`src/rtl/fetch_line.sv`:
```
// Instruction fetch through a single-line buffer refilled by AXI INCR bursts.
// A hit returns the word one cycle after enable. A miss fills the whole line and returns the requested word as it arrives.
module fetch_line #(
  parameter int unsigned ADDR_W     = 29,
  parameter int unsigned LINE_WORDS = 8,
  parameter logic [3:0]  AXI_ID     = 4'd0
) (
  input  logic              clk,
  input  logic              rstn,
  input  logic              enable,
  input  logic [31:0]       pc,
  input  logic              flush,
  output logic              pcread,
  output logic              done,
  output logic              err,
  output logic [31:0]       command,
  output logic [ADDR_W-1:0] araddr,
  output logic [1:0]        arburst,
  output logic [3:0]        arcache,
  output logic [3:0]        arid,
  output logic [7:0]        arlen,
  output logic              arlock,
  output logic [2:0]        arprot,
  output logic [3:0]        arqos,
  output logic [2:0]        arsize,
  output logic              arvalid,
  input  logic              arready,
  input  logic [31:0]       rdata,
  input  logic [3:0]        rid,
  input  logic [1:0]        rresp,
  input  logic              rlast,
  input  logic              rvalid,
  output logic              rready
);
  localparam int unsigned OFF_W = $clog2(LINE_WORDS);
  localparam int unsigned LO_W  = OFF_W + 2;
  localparam int unsigned TAG_W = ADDR_W - LO_W;
  localparam logic [OFF_W-1:0] LAST = OFF_W'(LINE_WORDS - 1);

  typedef enum logic [1:0] {IDLE, ADDR, DATA} state_t;

  state_t            state_q;
  logic              valid_q, errbit_q, got_q, flushed_q;
  logic [TAG_W-1:0]  tag_q;
  logic [OFF_W-1:0]  off_q, cnt_q;
  logic [31:0]       line_q [LINE_WORDS];
  logic              done_q, pcread_q, err_q, arvalid_q, rready_q;
  logic [ADDR_W-1:0] araddr_q;
  logic [31:0]       command_q;

  logic [TAG_W-1:0]  pc_tag;
  logic [OFF_W-1:0]  pc_off;
  logic              hit, beat, beat_err, errbit_d, flushed_d;
  logic              unused_ok;

  assign pc_tag    = pc[ADDR_W-1:LO_W];
  assign pc_off    = pc[LO_W-1:2];
  // A flush in the same cycle as the request forces a refill.
  assign hit       = valid_q && (tag_q == pc_tag) && !flush;
  assign beat      = rvalid && rready_q;
  assign beat_err  = (rresp != 2'b00);
  assign errbit_d  = errbit_q | beat_err;
  assign flushed_d = flushed_q | flush;
  assign unused_ok = ^{rid, pc};

  assign arburst = 2'b01;
  assign arcache = 4'b0011;
  assign arid    = AXI_ID;
  assign arlen   = 8'(LINE_WORDS - 1);
  assign arlock  = 1'b0;
  assign arprot  = 3'b000;
  assign arqos   = 4'b0000;
  assign arsize  = 3'b010;

  assign pcread  = pcread_q;
  assign done    = done_q;
  assign err     = err_q;
  assign command = command_q;
  assign araddr  = araddr_q;
  assign arvalid = arvalid_q;
  assign rready  = rready_q;

  always_ff @(posedge clk) begin
    if (!rstn) begin
      state_q   <= IDLE;
      valid_q   <= 1'b0;
      errbit_q  <= 1'b0;
      got_q     <= 1'b0;
      flushed_q <= 1'b0;
      tag_q     <= '0;
      off_q     <= '0;
      cnt_q     <= '0;
      done_q    <= 1'b0;
      pcread_q  <= 1'b0;
      err_q     <= 1'b0;
      arvalid_q <= 1'b0;
      rready_q  <= 1'b0;
      araddr_q  <= '0;
      command_q <= '0;
    end else begin
      done_q   <= 1'b0;
      pcread_q <= 1'b0;
      err_q    <= 1'b0;
      case (state_q)
        IDLE: begin
          if (flush) valid_q <= 1'b0;
          if (enable) begin
            pcread_q <= 1'b1;
            if (hit) begin
              done_q    <= 1'b1;
              command_q <= line_q[pc_off];
            end else begin
              state_q   <= ADDR;
              arvalid_q <= 1'b1;
              araddr_q  <= {pc_tag, {LO_W{1'b0}}};
              tag_q     <= pc_tag;
              off_q     <= pc_off;
              valid_q   <= 1'b0;
              errbit_q  <= 1'b0;
              got_q     <= 1'b0;
              flushed_q <= 1'b0;
            end
          end
        end
        ADDR: begin
          if (flush) flushed_q <= 1'b1;
          if (arready) begin
            arvalid_q <= 1'b0;
            rready_q  <= 1'b1;
            cnt_q     <= '0;
            state_q   <= DATA;
          end
        end
        DATA: begin
          if (flush) flushed_q <= 1'b1;
          if (beat) begin
            line_q[cnt_q] <= rdata;
            if (cnt_q != LAST) cnt_q <= cnt_q + OFF_W'(1);
            if (beat_err) errbit_q <= 1'b1;
            if (!got_q && cnt_q == off_q) begin
              done_q    <= 1'b1;
              err_q     <= beat_err;
              command_q <= rdata;
              got_q     <= 1'b1;
            end
            if (rlast) begin
              rready_q <= 1'b0;
              state_q  <= IDLE;
              // Only a complete, clean, unflushed burst leaves a usable line.
              valid_q  <= !errbit_d && !flushed_d && (cnt_q == LAST);
              if (!got_q && cnt_q != off_q) begin
                done_q    <= 1'b1;
                err_q     <= 1'b1;
                command_q <= '0;
              end
            end
          end
        end
        default: state_q <= IDLE;
      endcase
    end
  end
endmodule

```
`config.mk`:
```
export PLATFORM = sky130hd
export DESIGN_NAME = fetch_line
export DESIGN_NICKNAME = d
export VERILOG_FILES = /design/src/rtl/fetch_line.sv
export SDC_FILE = /design/constraint.sdc
export NUM_CORES = 1
export LEC_CHECK = 0
export ABC_AREA = 1
export BUFFER_PORTS_ARGS = -buffer_cell sky130_fd_sc_hd__buf_4
export CAP_MARGIN = 40
export CORE_AREA = 2 2 186 142
export CTS_BUF_LIST = sky130_fd_sc_hd__clkbuf_16
export DETAILED_ROUTE_END_ITERATION = 7
export DIE_AREA = 0 0 188 144
export GPL_TIMING_DRIVEN = 1
export PLACE_DENSITY = 0.79
export RECOVER_POWER = 100
export SLEW_MARGIN = 20
export SYNTH_ARGS = -nofsm -noshare
export SYNTH_HDL_FRONTEND = slang
export SYNTH_SLANG_ARGS = --single-unit
export TNS_END_PERCENT = 20
```
`constraint.sdc`:
```
create_clock -name clk -period 5.1 [get_ports clk]
set_clock_uncertainty 0.1 [all_clocks]
set_input_delay 0.255 -clock clk [delete_from_list [all_inputs] [get_ports clk]]
set_output_delay 0.255 -clock clk [all_outputs]
set_load 0.05 [all_outputs]
```
==> summary.txt <==
Status -> complete, but fails checks
Violated checks -> max-capacitance violations, max-slew violations
Routed Antenna Nets -> 0
Post-route DRC violation count -> 0
CP most frequent cell -> inv_1
Crit-path max cell delay -> 1830 ps
Port Buf Inserts -> 128
Yosys reg bits -> 329
Worst-Skew Late Latency -> 560 ps
Max Root-Sink Buffers -> 3
Dpl hpwl -> 19.5 mm
Tmin final -> 3660 ps
Largest net degree at the start of global routing -> 73
Number of synthesized flops with an enable pin -> 256
Type of the tightest min-delay check -> in2reg
Total power draw -> 8.05 mW
Post-synth top area share -> 0.532
Synth area leaders -> edfxtp_1, dfxtp_1, nor2_1
Endpoints failing hold -> 0
Unrepaired setup endpoints after global routing -> false
Synthesized instance count -> 1423
Fillers -> 1998
GRT Util Overall -> 0.250
Die Wd -> 188 µm
ANT cells -> 0
Max_cap viols -> 5
Clk slew on worst S/H paths -> 60 ps
CTS Buf Count -> 30
Relative slew slack -> -0.688
YS warnings -> 0
# setup viols final -> 0
Antenna violations before repair -> 0
Via Count -> 10908
Initial Util -> 0.567
Post-synthesis area per instance -> 10.2 µm²
Core Rows -> 51
Crit Path Class -> reg2reg
Fin Setup TNS -> 0 ps
Seq/Total Area, Yosys -> 0.633
Cell accounting for the most synthesized area -> edfxtp_1
Nets@finish -> 1665
CP arrival -> 3680 ps
DR WL/cell -> 17.6 µm
Die Ht -> 144 µm
H-tree depth -> 1
Critical-path cell list -> inv_1, ha_1, inv_1, nor2_1, nand2_1, inv_1, nand2_1, nor3_1, clkbuf_1
Area growth syn-to-layout -> 15.4%
Crit-path slowest cell -> clkbuf_1
Worst slew pin tran -> 2530 ps
Setup crit end kind -> flop
Overflow after GRT -> 0
Setup Slack @ Placement -> 2460 ps
Mapped Area -> 14400 µm²
1st-pass router iterations -> 5
Wirelength, routed -> 34.4 mm
Boundary pin count -> 172
Iter 0 DRT Violations -> 942
Pleak -> 6.11 nW
Clock root cell -> clkbuf_16
Placer Congestion -> 0.816
Vias per cell -> 5.59
Worst setup SP type -> flop
Num Clock Sinks -> 329
Worst-path fanout max -> 32
Fin worst setup slack -> 1440 ps
Most frequent cells after synthesis -> edfxtp_1, nor2_1, nand2_1
Final period util -> 0.718
IR drop worst, VDD -> 0.269 mV
FFs w/ async S/R, synth -> 0
Die footprint -> 27100 µm²
Core Region -> 25500 µm²
Final Max Slew Viols -> 150
Max Clock Freq -> 273 MHz
PD cells -> 483 nW/µm²
First-pass GRT wire length -> 53.6 mm
Count of cell types in the netlist -> 39
Cts repair resizes -> 0
Main synth FF type -> edfxtp_1
TritonCTS clock tree -> yes
Share of cells above drive strength 1 -> 0.0716
Crit path required time -> 5120 ps
Vias in the first global route -> 10421
## per-layer routing
layer,global-route usage,wire length [µm]
met1,0.327,14400
met2,0.434,16600
met3,0.0425,2620
met4,0.0754,789
met5,0,0
## logic make-up (layout without fill, tap and decap cells)
kind of cell / after synthesis / in the layout / synth area share
fa+ha+maj: 5 / 5 / 0.00433
flops: 329 / 329 / 0.633
compound gates: 298 / 298 / 0.123
xor+xnor: 16 / 16 / 0.00970
simple gates: 576 / 576 / 0.164
buf+inv: 197 / 349 / 0.0650
other cells: 2 / 34 / 0.000520
## power by group
group	total (mW)	internal, mW	switching, mW	leakage [nW]
registers	3.23	3.09	0.134	2.90
logic	2.75	0.713	2.04	2.73
clock network	2.07	1.12	0.950	0.479
total	8.05	4.93	3.12	6.11
## final cells by class
class,count,area [µm²],share of cell area
Sequential cell,329,9150,0.549
Tap cell,344,430,0.0258
Clock buffer,30,751,0.0450
Timing Repair Buffer,214,1480,0.0886
Inverter,79,297,0.0178
Clock inverter,26,160,0.00961
Multi-Input combinational cell,929,4410,0.264
## stage by stage
| stage | hold WS, ps | util | cells | cell area (µm²) |
|---|---|---|---|---|
| after global routing | 79.0 | 0.655 | 1951 | 16700 |
| after global placement | 353 | 0.608 | 1823 | 15500 |
| after floorplan | 254 | - | 1455 | 14600 |
| after detailed placement | 368 | 0.615 | 1831 | 15700 |
| after CTS | 24.8 | 0.676 | 1950 | 17200 |
| final | 45.7 | 0.655 | 1951 | 16700 |
## sequential cells by signal, indices dropped and copies added, names as in the netlist
name / count
araddr: 24
arvalid: 1
cnt_q: 3
command: 32
done: 1
err: 1
errbit_q: 1
flushed_q: 1
got_q: 1
line_q: 256
off_q: 3
pcread: 1
rready: 1
state_q: 2
valid_q: 1
## timing repair
item | 4_1_cts | 5_1_grt
setup buffers | 0 | 0
hold endpoints to repair | 284 | 0
setup endpoints to repair | 0 | 0
hold buffers | 63 | 0
## cells in the final DEF (no fill, tap or decap), drive strengths merged, types with 3 or more instances in the layout
cell         synthesis  routed
o211ai              32      32
o21ai              166     166
o221ai              32      32
clkbuf              53     132
nor2               258     258
xor2                 5       5
xnor2               11      11
conb                 2      34
clkinv               1      10
nor3                 5       5
dfxtp               73      73
edfxtp             256     256
nand3b               3       3
a21oi               29      29
o22ai               32      32
nand2              272     272
buf                 65      49
a211oi               3       3
ha                   5       5
dlygate4sd3          0      63
nand4               19      19
nand3               15      15
inv                 78      92
## final timing paths
| check | startpoint | endpoint | slack [ps] | depth (start not counted) |
|---|---|---|---|---|
| hold reg to reg | flushed_q | flushed_q | 370 | 2 |
| setup / recovery | state_q[0] | line_q[7][14] | 1440 | 9 |
| hold / removal | rlast | err | 50 | 4 |
| setup reg to reg | state_q[0] | line_q[7][14] | 1440 | 9 |
## critical path: cells and delay by family (launching register included)
kind	cells	cell delay (ps)
buffers and inverters	4	2100
and+or+nand+nor	4	500
DFF	1	340
adders and majority gates	1	170
No activity file was read; power rests on OpenSTA's default activity.
